$ cat src/rtl/codec_pkg.sv
`default_nettype none
// ============================================================================
// Module      : codec_pkg
// Description : Shared constants for the codec sample transmitter: register
//               map, STATUS bit layout and serializer state encoding.
// Revision    : 1.0 - initial release
// ============================================================================
package codec_pkg;

    localparam int DATA_W     = 24;
    localparam int ADDR_W     = 4;

    localparam logic [ADDR_W-1:0] ADDR_LEFT   = 4'h0;
    localparam logic [ADDR_W-1:0] ADDR_RIGHT  = 4'h1;
    localparam logic [ADDR_W-1:0] ADDR_CTRL   = 4'h2;
    localparam logic [ADDR_W-1:0] ADDR_STATUS = 4'h3;

    localparam int CTRL_EN_BIT  = 0;
    localparam int STAT_OVF_BIT = 0;
    localparam int STAT_UNR_BIT = 1;
    localparam int STAT_CNT_LSB = 2;
    localparam int STAT_CNT_W   = 4;

    typedef enum logic [1:0] {
        ST_IDLE  = 2'd0,
        ST_LOAD  = 2'd1,
        ST_SHIFT = 2'd2
    } ser_state_e;

endpackage
`default_nettype wire

$ cat src/rtl/codec_sample_tx_if.sv
`default_nettype none
// ============================================================================
// Module      : codec_sample_tx_if
// Description : CPU-side write/read bus into the codec sample transmitter.
// Revision    : 1.0 - initial release
// ============================================================================
interface codec_sample_tx_if;
    import codec_pkg::*;

    logic              codec_ce;
    logic              codec_re;
    logic [ADDR_W-1:0] codec_addr;
    logic [DATA_W-1:0] codec_data;
    logic [DATA_W-1:0] codec_rdata;

    modport master (
        output codec_ce,
        output codec_re,
        output codec_addr,
        output codec_data,
        input  codec_rdata
    );

    modport slave (
        input  codec_ce,
        input  codec_re,
        input  codec_addr,
        input  codec_data,
        output codec_rdata
    );
endinterface
`default_nettype wire

$ cat src/rtl/codec_pair_fifo.sv
`default_nettype none
// ============================================================================
// Module      : codec_pair_fifo
// Description : Synchronous stereo-pair FIFO; a pop in the same cycle as a
//               push lets the push succeed even when full.
// Revision    : 1.0 - initial release
// ============================================================================
module codec_pair_fifo #(
    parameter int DEPTH = 4,
    parameter int WIDTH = 48
) (
    input  logic             clk,
    input  logic             rst,
    input  logic             push,
    input  logic [WIDTH-1:0] push_data,
    input  logic             pop,
    output logic [WIDTH-1:0] pop_data,
    output logic             full,
    output logic             empty,
    output logic [3:0]       count
);

    localparam int PTR_W = (DEPTH > 1) ? $clog2(DEPTH) : 1;

    logic [PTR_W-1:0] wr_ptr_q, wr_ptr_d;
    logic [PTR_W-1:0] rd_ptr_q, rd_ptr_d;
    logic [3:0]       count_q, count_d;
    logic [WIDTH-1:0] mem_q [DEPTH];
    logic             do_push;
    logic             do_pop;

    function automatic logic [PTR_W-1:0] ptr_inc(input logic [PTR_W-1:0] p);
        return (p == PTR_W'(DEPTH - 1)) ? '0 : p + 1'b1;
    endfunction

    assign empty    = (count_q == 4'd0);
    assign full     = (count_q == 4'(DEPTH));
    assign count    = count_q;
    assign pop_data = mem_q[rd_ptr_q];

    // Pop is evaluated first so a full FIFO can accept a simultaneous push.
    assign do_pop  = pop && !empty;
    assign do_push = push && (!full || do_pop);

    always_comb begin
        wr_ptr_d = wr_ptr_q;
        rd_ptr_d = rd_ptr_q;
        count_d  = count_q;
        if (do_push) begin
            wr_ptr_d = ptr_inc(wr_ptr_q);
        end
        if (do_pop) begin
            rd_ptr_d = ptr_inc(rd_ptr_q);
        end
        case ({do_push, do_pop})
            2'b10:   count_d = count_q + 4'd1;
            2'b01:   count_d = count_q - 4'd1;
            default: count_d = count_q;
        endcase
    end

    always_ff @(posedge clk) begin
        if (rst) begin
            wr_ptr_q <= '0;
            rd_ptr_q <= '0;
            count_q  <= '0;
        end else begin
            wr_ptr_q <= wr_ptr_d;
            rd_ptr_q <= rd_ptr_d;
            count_q  <= count_d;
        end
    end

    always_ff @(posedge clk) begin
        if (do_push) begin
            mem_q[wr_ptr_q] <= push_data;
        end
    end

endmodule
`default_nettype wire

$ cat src/rtl/codec_sample_tx.sv
`default_nettype none
// ============================================================================
// Module      : codec_sample_tx
// Description : Codec register endpoint, stereo-pair FIFO and left-justified
//               serializer driving bclk / lrclk / sdata to the audio DAC.
// Revision    : 1.0 - initial release
// ============================================================================
module codec_sample_tx
    import codec_pkg::*;
#(
    parameter int CLK_DIV    = 4,
    parameter int FIFO_DEPTH = 4,
    parameter int SAMPLE_W   = 24
) (
    input  logic                  clk,
    input  logic                  rst,
    codec_sample_tx_if.slave      bus,
    output logic                  dac_bclk,
    output logic                  dac_lrclk,
    output logic                  dac_sdata
);

    localparam int FRAME_W = 2 * SAMPLE_W;
    localparam int DIV_W   = $clog2(2 * CLK_DIV);
    localparam int BIT_W   = $clog2(FRAME_W);

    localparam logic [DIV_W-1:0] DIV_LAST  = DIV_W'(2 * CLK_DIV - 1);
    localparam logic [DIV_W-1:0] DIV_HIGH  = DIV_W'(CLK_DIV);
    localparam logic [BIT_W-1:0] BIT_LAST  = BIT_W'(FRAME_W - 1);
    localparam logic [BIT_W-1:0] BIT_RIGHT = BIT_W'(SAMPLE_W);

    // Register file state
    logic [DATA_W-1:0]  left_hold_q, left_hold_d;
    logic               enable_q,    enable_d;
    logic               overflow_q,  overflow_d;
    logic               underrun_q,  underrun_d;
    logic [DATA_W-1:0]  rdata_q,     rdata_d;

    // Serializer state
    ser_state_e         state_q,     state_d;
    logic [DIV_W-1:0]   div_q,       div_d;
    logic [BIT_W-1:0]   bit_q,       bit_d;
    logic [FRAME_W-1:0] shreg_q,     shreg_d;
    logic               bclk_q,      bclk_d;
    logic               lrclk_q,     lrclk_d;
    logic               sdata_q,     sdata_d;

    logic               wr_left;
    logic               wr_right;
    logic               wr_ctrl;
    logic               wr_status;
    logic               fifo_pop;
    logic               fifo_full;
    logic               fifo_empty;
    logic [3:0]         fifo_count;
    logic [FRAME_W-1:0] fifo_rdata;
    logic               ovf_set;
    logic               unr_set;
    logic [DATA_W-1:0]  status_word;

    assign wr_left   = bus.codec_ce && (bus.codec_addr == ADDR_LEFT);
    assign wr_right  = bus.codec_ce && (bus.codec_addr == ADDR_RIGHT);
    assign wr_ctrl   = bus.codec_ce && (bus.codec_addr == ADDR_CTRL);
    assign wr_status = bus.codec_ce && (bus.codec_addr == ADDR_STATUS);

    assign ovf_set     = wr_right && fifo_full && !fifo_pop;
    assign status_word = {{(DATA_W - STAT_CNT_LSB - STAT_CNT_W){1'b0}},
                          fifo_count, underrun_q, overflow_q};

    codec_pair_fifo #(
        .DEPTH (FIFO_DEPTH),
        .WIDTH (FRAME_W)
    ) u_fifo (
        .clk       (clk),
        .rst       (rst),
        .push      (wr_right),
        .push_data ({left_hold_q, bus.codec_data}),
        .pop       (fifo_pop),
        .pop_data  (fifo_rdata),
        .full      (fifo_full),
        .empty     (fifo_empty),
        .count     (fifo_count)
    );

    // Register decode; reads use pre-write state so a same-cycle write is not visible.
    always_comb begin
        left_hold_d = left_hold_q;
        enable_d    = enable_q;
        overflow_d  = overflow_q;
        underrun_d  = underrun_q;
        rdata_d     = rdata_q;

        if (wr_left) begin
            left_hold_d = bus.codec_data;
        end
        if (wr_ctrl) begin
            enable_d = bus.codec_data[CTRL_EN_BIT];
        end
        if (wr_status && bus.codec_data[STAT_OVF_BIT]) begin
            overflow_d = 1'b0;
        end
        if (wr_status && bus.codec_data[STAT_UNR_BIT]) begin
            underrun_d = 1'b0;
        end
        // A new event wins over a clear arriving in the same cycle.
        if (ovf_set) begin
            overflow_d = 1'b1;
        end
        if (unr_set) begin
            underrun_d = 1'b1;
        end

        if (bus.codec_re) begin
            case (bus.codec_addr)
                ADDR_CTRL:   rdata_d = {{(DATA_W - 1){1'b0}}, enable_q};
                ADDR_STATUS: rdata_d = status_word;
                default:     rdata_d = '0;
            endcase
        end
    end

    always_comb begin
        state_d  = state_q;
        div_d    = div_q;
        bit_d    = bit_q;
        shreg_d  = shreg_q;
        fifo_pop = 1'b0;
        unr_set  = 1'b0;

        case (state_q)
            ST_IDLE: begin
                div_d = '0;
                bit_d = '0;
                if (enable_q) begin
                    state_d = ST_LOAD;
                end
            end
            ST_LOAD: begin
                div_d   = '0;
                bit_d   = '0;
                state_d = ST_SHIFT;
                if (!fifo_empty) begin
                    fifo_pop = 1'b1;
                    shreg_d  = fifo_rdata;
                end else begin
                    shreg_d = '0;
                    unr_set = 1'b1;
                end
            end
            ST_SHIFT: begin
                if (div_q == DIV_LAST) begin
                    div_d = '0;
                    if (bit_q == BIT_LAST) begin
                        state_d = enable_q ? ST_LOAD : ST_IDLE;
                    end else begin
                        bit_d   = bit_q + 1'b1;
                        shreg_d = {shreg_q[FRAME_W-2:0], 1'b0};
                    end
                end else begin
                    div_d = div_q + 1'b1;
                end
            end
            default: begin
                state_d = ST_IDLE;
            end
        endcase
    end

    // Pins are registered from next-state values so they change cleanly at the edge.
    always_comb begin
        bclk_d  = 1'b0;
        lrclk_d = 1'b0;
        sdata_d = 1'b0;
        case (state_d)
            ST_SHIFT: begin
                bclk_d  = (div_d >= DIV_HIGH);
                lrclk_d = (bit_d >= BIT_RIGHT);
                sdata_d = shreg_d[FRAME_W-1];
            end
            ST_LOAD: begin
                sdata_d = sdata_q;
            end
            default: begin
                sdata_d = 1'b0;
            end
        endcase
    end

    always_ff @(posedge clk) begin
        if (rst) begin
            left_hold_q <= '0;
            enable_q    <= 1'b0;
            overflow_q  <= 1'b0;
            underrun_q  <= 1'b0;
            rdata_q     <= '0;
            state_q     <= ST_IDLE;
            div_q       <= '0;
            bit_q       <= '0;
            shreg_q     <= '0;
            bclk_q      <= 1'b0;
            lrclk_q     <= 1'b0;
            sdata_q     <= 1'b0;
        end else begin
            left_hold_q <= left_hold_d;
            enable_q    <= enable_d;
            overflow_q  <= overflow_d;
            underrun_q  <= underrun_d;
            rdata_q     <= rdata_d;
            state_q     <= state_d;
            div_q       <= div_d;
            bit_q       <= bit_d;
            shreg_q     <= shreg_d;
            bclk_q      <= bclk_d;
            lrclk_q     <= lrclk_d;
            sdata_q     <= sdata_d;
        end
    end

    assign bus.codec_rdata = rdata_q;
    assign dac_bclk        = bclk_q;
    assign dac_lrclk       = lrclk_q;
    assign dac_sdata       = sdata_q;

endmodule
`default_nettype wire
$ cat src/flat_wrapper.sv
// flat-port wrapper written by rule: the top's interface ports become plain ports
module codec_sample_tx_flat import codec_pkg::*;
#(
    parameter int CLK_DIV    = 4,
    parameter int FIFO_DEPTH = 4,
    parameter int SAMPLE_W   = 24
)
  (clk, rst, dac_bclk, dac_lrclk, dac_sdata, bus_codec_ce, bus_codec_re, bus_codec_addr, bus_codec_data, bus_codec_rdata);
  codec_sample_tx_if bus_i ();
  input  logic clk;
  input  logic rst;
  output logic dac_bclk;
  output logic dac_lrclk;
  output logic dac_sdata;
  input wire logic [$bits(bus_i.codec_ce)-1:0] bus_codec_ce;
  input wire logic [$bits(bus_i.codec_re)-1:0] bus_codec_re;
  input wire logic [$bits(bus_i.codec_addr)-1:0] bus_codec_addr;
  input wire logic [$bits(bus_i.codec_data)-1:0] bus_codec_data;
  output wire logic [$bits(bus_i.codec_rdata)-1:0] bus_codec_rdata;
  assign bus_i.codec_ce = bus_codec_ce;
  assign bus_i.codec_re = bus_codec_re;
  assign bus_i.codec_addr = bus_codec_addr;
  assign bus_i.codec_data = bus_codec_data;
  assign bus_codec_rdata = bus_i.codec_rdata;
  codec_sample_tx #(.CLK_DIV(CLK_DIV), .FIFO_DEPTH(FIFO_DEPTH), .SAMPLE_W(SAMPLE_W)) u_core (.clk(clk), .rst(rst), .bus(bus_i), .dac_bclk(dac_bclk), .dac_lrclk(dac_lrclk), .dac_sdata(dac_sdata));
endmodule
$ cat config.mk
export PLATFORM = sky130hd
export DESIGN_NAME = codec_sample_tx_flat
export DESIGN_NICKNAME = d
export VERILOG_FILES = /design/src/rtl/codec_pkg.sv /design/src/rtl/codec_sample_tx_if.sv /design/src/rtl/codec_pair_fifo.sv /design/src/rtl/codec_sample_tx.sv /design/src/flat_wrapper.sv
export SDC_FILE = /design/constraint.sdc
export NUM_CORES = 1
export LEC_CHECK = 0
export CAP_MARGIN = 30
export CORE_MARGIN = 1.5
export CORE_UTILIZATION = 25
export DETAILED_ROUTE_END_ITERATION = 16
export PLACE_DENSITY = 0.39
export REMOVE_ABC_BUFFERS = 1
export SLEW_MARGIN = 10
export SYNTH_ARGS = -nofsm -noshare
export SYNTH_HDL_FRONTEND = slang
export SYNTH_SLANG_ARGS = --single-unit
$ cat constraint.sdc
create_clock -name clk -period 6.39 [get_ports clk]
set_clock_uncertainty 0.2 [all_clocks]
set_input_delay 1.278 -clock clk [delete_from_list [all_inputs] [get_ports clk]]
set_output_delay 1.278 -clock clk [all_outputs]
set_load 0.02 [all_outputs]
==> impl_metrics.yaml <==
run_status:
  status: "finished clean"
clocking:
  numCtsBuffers: 35
  cts-root-buf: "clkbuf_16"
  post_cts_resized: 0
  h-tree-depth: 2
  clkTransAtPathRegs_ps: 60
  cts_tree: "done"
  cts_sinks: 297
  hold_buffers: 0
  clockBufferDepth: 3
  postCtsSetupRepairBufs: 0
  insertion_delay_ps: 530
critical_path:
  crit_fanout: 31
  startpoint_type: "input pin"
  crit_family: "simple AND/OR/NAND/NOR gates"
  max_stage_delay_ps: 590
  required_ps: 6350
  critPathKind: "input pin to register"
  timing.critical_path.to_type: "register"
  critPathArrivalTime_ps: 4030
  cp_num_buf_inv: 2
  cp_slowest_cell: "and2_2"
  crit_chain: "clkdlybuf4s50_1 -> or4b_1 -> nor3_2 -> and2_2 -> buf_4"
finish:
  antenna_cells: 0
  fin_nets: 877
  syn2layout_area_growth_pct: 18.6
  drive_gt1_frac: 0.151
yosys:
  synth-edff-count: 192
  synth_top_cell_by_area: "edfxtp_1"
  ys_seq_elements: 297
  synth_most_common_cell: "edfxtp_1"
  synth_top_family_by_area: "multiplexers"
  synth_cells: 790
  yosysWarnings: 0
  avgSynthCellArea_um2: 14.7
  synth_compound_area_frac: 0.0940
  synthArstFlopShare: 0
  yosysSeqAreaShare: 0.680
  muxShareOfSynthArea: 0.0978
  synth_common_cells: "edfxtp_1, dfxtp_1, nor2_1"
  synthFlopType: "edfxtp_1"
  synth_fa_ha_area_frac: 0.0169
  yosysTopAreaCellShare: 0.498
  yosys.area_share.simple: 0.0738
  yosysUniqueCellTypes: 51
  netlist_area_um2: 11600
  synthTopCellsByArea: "edfxtp_1, dfxtp_1, mux4_2, a22oi_1, a211oi_1"
  synth-xor-area-share: 0.00378
power_and_ir_drop:
  sw_frac_of_total: 0.206
  p_seq_frac: 0.497
  p_per_area_nw_per_um2: 302
  internal_power_mw: 3.29
  clkPwrFrac: 0.479
  power_leakage_nw: 4.29
  switchingPower_mw: 0.856
  comb_power_share: 0.024
  peakVddDrop_mv: 0.150
grt:
  gr-total-overflow: 0
  grt_pass1_wl_um: 41900
  grt_pass1_vias: 6943
  grtUsageTotal: 0.116
  grt_antenna_before_repair: 0
  grt_max_degree: 95
floorplan:
  die_area_um2: 47600
  die_y_um: 218
  core_region_area_um2: 45600
  start_util: 0.254
  row_count: 78
  io_pins: 59
  die_w_um: 218
detailed_routing:
  firstDrtPassIters: 4
  via_count: 6472
  drcViolationCount: 0
  drtAntennaViolNets: 0
  wire_per_inst_um: 18.2
  routed_wl_um: 26500
  drt_iter0_drc: 255
  viasPerCell: 4.45
job:
  maxCapViolCount: 0
timing:
  period_needed_ps: 4070
  slew_violations: 0
  slew_headroom: 0.409
  fin_hold_ws_ps: 271
  fmax_ghz: 0.246
  timing.final.crit_share: 0.637
  setup_viol: 0
  hold_violations: 0
  worstMarginPinSlew_ps: 885
  rsz0062_at_grt: "false"
  setup-tns-final_ps: 0
placement:
  dpl.hpwl_um: 14400
  gp_congestion: 0.675
  portBuffers: 40
hold_path:
  hold_class: "register to register"
==> worst paths after layout <==
path | from | to | slack [ps] | cells past startpoint
setup / recovery | bus_codec_ce | u_core.u_fifo.mem_q[1][7]$_DFFE_PP_ | 2320 | 5
hold / removal | u_core.dac_sdata$_SDFFE_PP0P_ | u_core.dac_sdata$_SDFFE_PP0P_ | 270 | 2
setup reg to reg | u_core.state_q[0]$_SDFF_PP0_ | u_core.u_fifo.count[3]$_SDFFE_PP0P_ | 3210 | 11
hold reg to reg | u_core.dac_sdata$_SDFFE_PP0P_ | u_core.dac_sdata$_SDFFE_PP0P_ | 270 | 2
==> sequential cells by signal, indices dropped and copies added, names as in the netlist, named ones only <==
signal,flops
u_core.dac_sdata,1
u_core.u_fifo.rd_ptr_q,2
u_core.u_fifo.wr_ptr_q,2
u_core.shreg_q,48
u_core.dac_bclk,1
u_core.bit_q,6
u_core.div_q,2
u_core.dac_lrclk,1
u_core.state_q,2
u_core.left_hold_q,24
u_core.bus.codec_rdata,6
u_core.underrun_q,1
u_core.enable_q,1
u_core.u_fifo.count,4
u_core.overflow_q,1
u_core.u_fifo.mem_q,192
==> final cells by class <==
type                       count  area (um^2)
clock buffer                  49          991
clock inverter                14          150
fill                        4552        31800
inverter                      10         37.5
multi-input combinational    432         3400
sequential                   297         7870
tap                          600          751
timing repair buffer          54          523
==> tightest hold or removal path, delay by kind of cell, from the launching register on <==
kind             cells  cell delay (ps)
flip-flops           1              310
AND/OR/NAND/NOR      1               60
AO/OA/AOI/OAI        1               60
==> power groups by stage <==
| stage | registers, mW | clock network [mW] | logic, mW |
|---|---|---|---|
| finish | 2.06 | 1.99 | 0.0994 |
| global route | 2.06 | 2.13 | 0.112 |
| CTS | 2.06 | 2.06 | 0.101 |
| detailed placement | 2.10 | 0 | 0.101 |
| global placement | 2.10 | 0 | 0.100 |
| floorplan | 2.10 | 0 | 0.0436 |
==> cells by family after synthesis <==
family / count (synthesis)
AOI/OAI and AO/OA: 155
xor gates and xnor gates: 5
adders and majority gates: 15
buffers and inverters: 78
DFF: 297
muxes: 53
other: 1
and+or+nand+nor: 186
==> metal layers <==
layer	wire length [um]	global-route usage	vias to the layer above
met5	0	0	-
met4	734	0.0451	0
met1	12000	0.148	3254
met2	13000	0.196	88
li1	-	-	3083
met3	773	0.0206	47
==> through the flow <==
stage | total power, mW | instances | setup WS [ps] | util | cell area (um^2)
floorplan | 2.14 | 739 | 2390 | - | 11300
global placement | 2.20 | 1392 | 1690 | 0.276 | 12600
detailed placement | 2.20 | 1392 | 1680 | 0.276 | 12600
CTS | 4.23 | 1455 | 2250 | 0.301 | 13700
global route | 4.31 | 1456 | 2140 | 0.301 | 13700
finish | 4.15 | 1456 | 2320 | 0.301 | 13700
==> placed cells by master, fill, tap and decap left out, types with 11 or more instances in the layout <==
cell,instances
a211oi_1,47
a21oi_1,40
a22oi_1,48
buf_4,14
clkbuf_16,37
clkdlybuf4s50_1,39
conb_1,18
dfxtp_1,103
edfxtp_1,192
ha_1,14
mux4_2,48
nand2_1,58
nor2_1,71
nor2b_1,11
(Power assumes the default switching activity.)
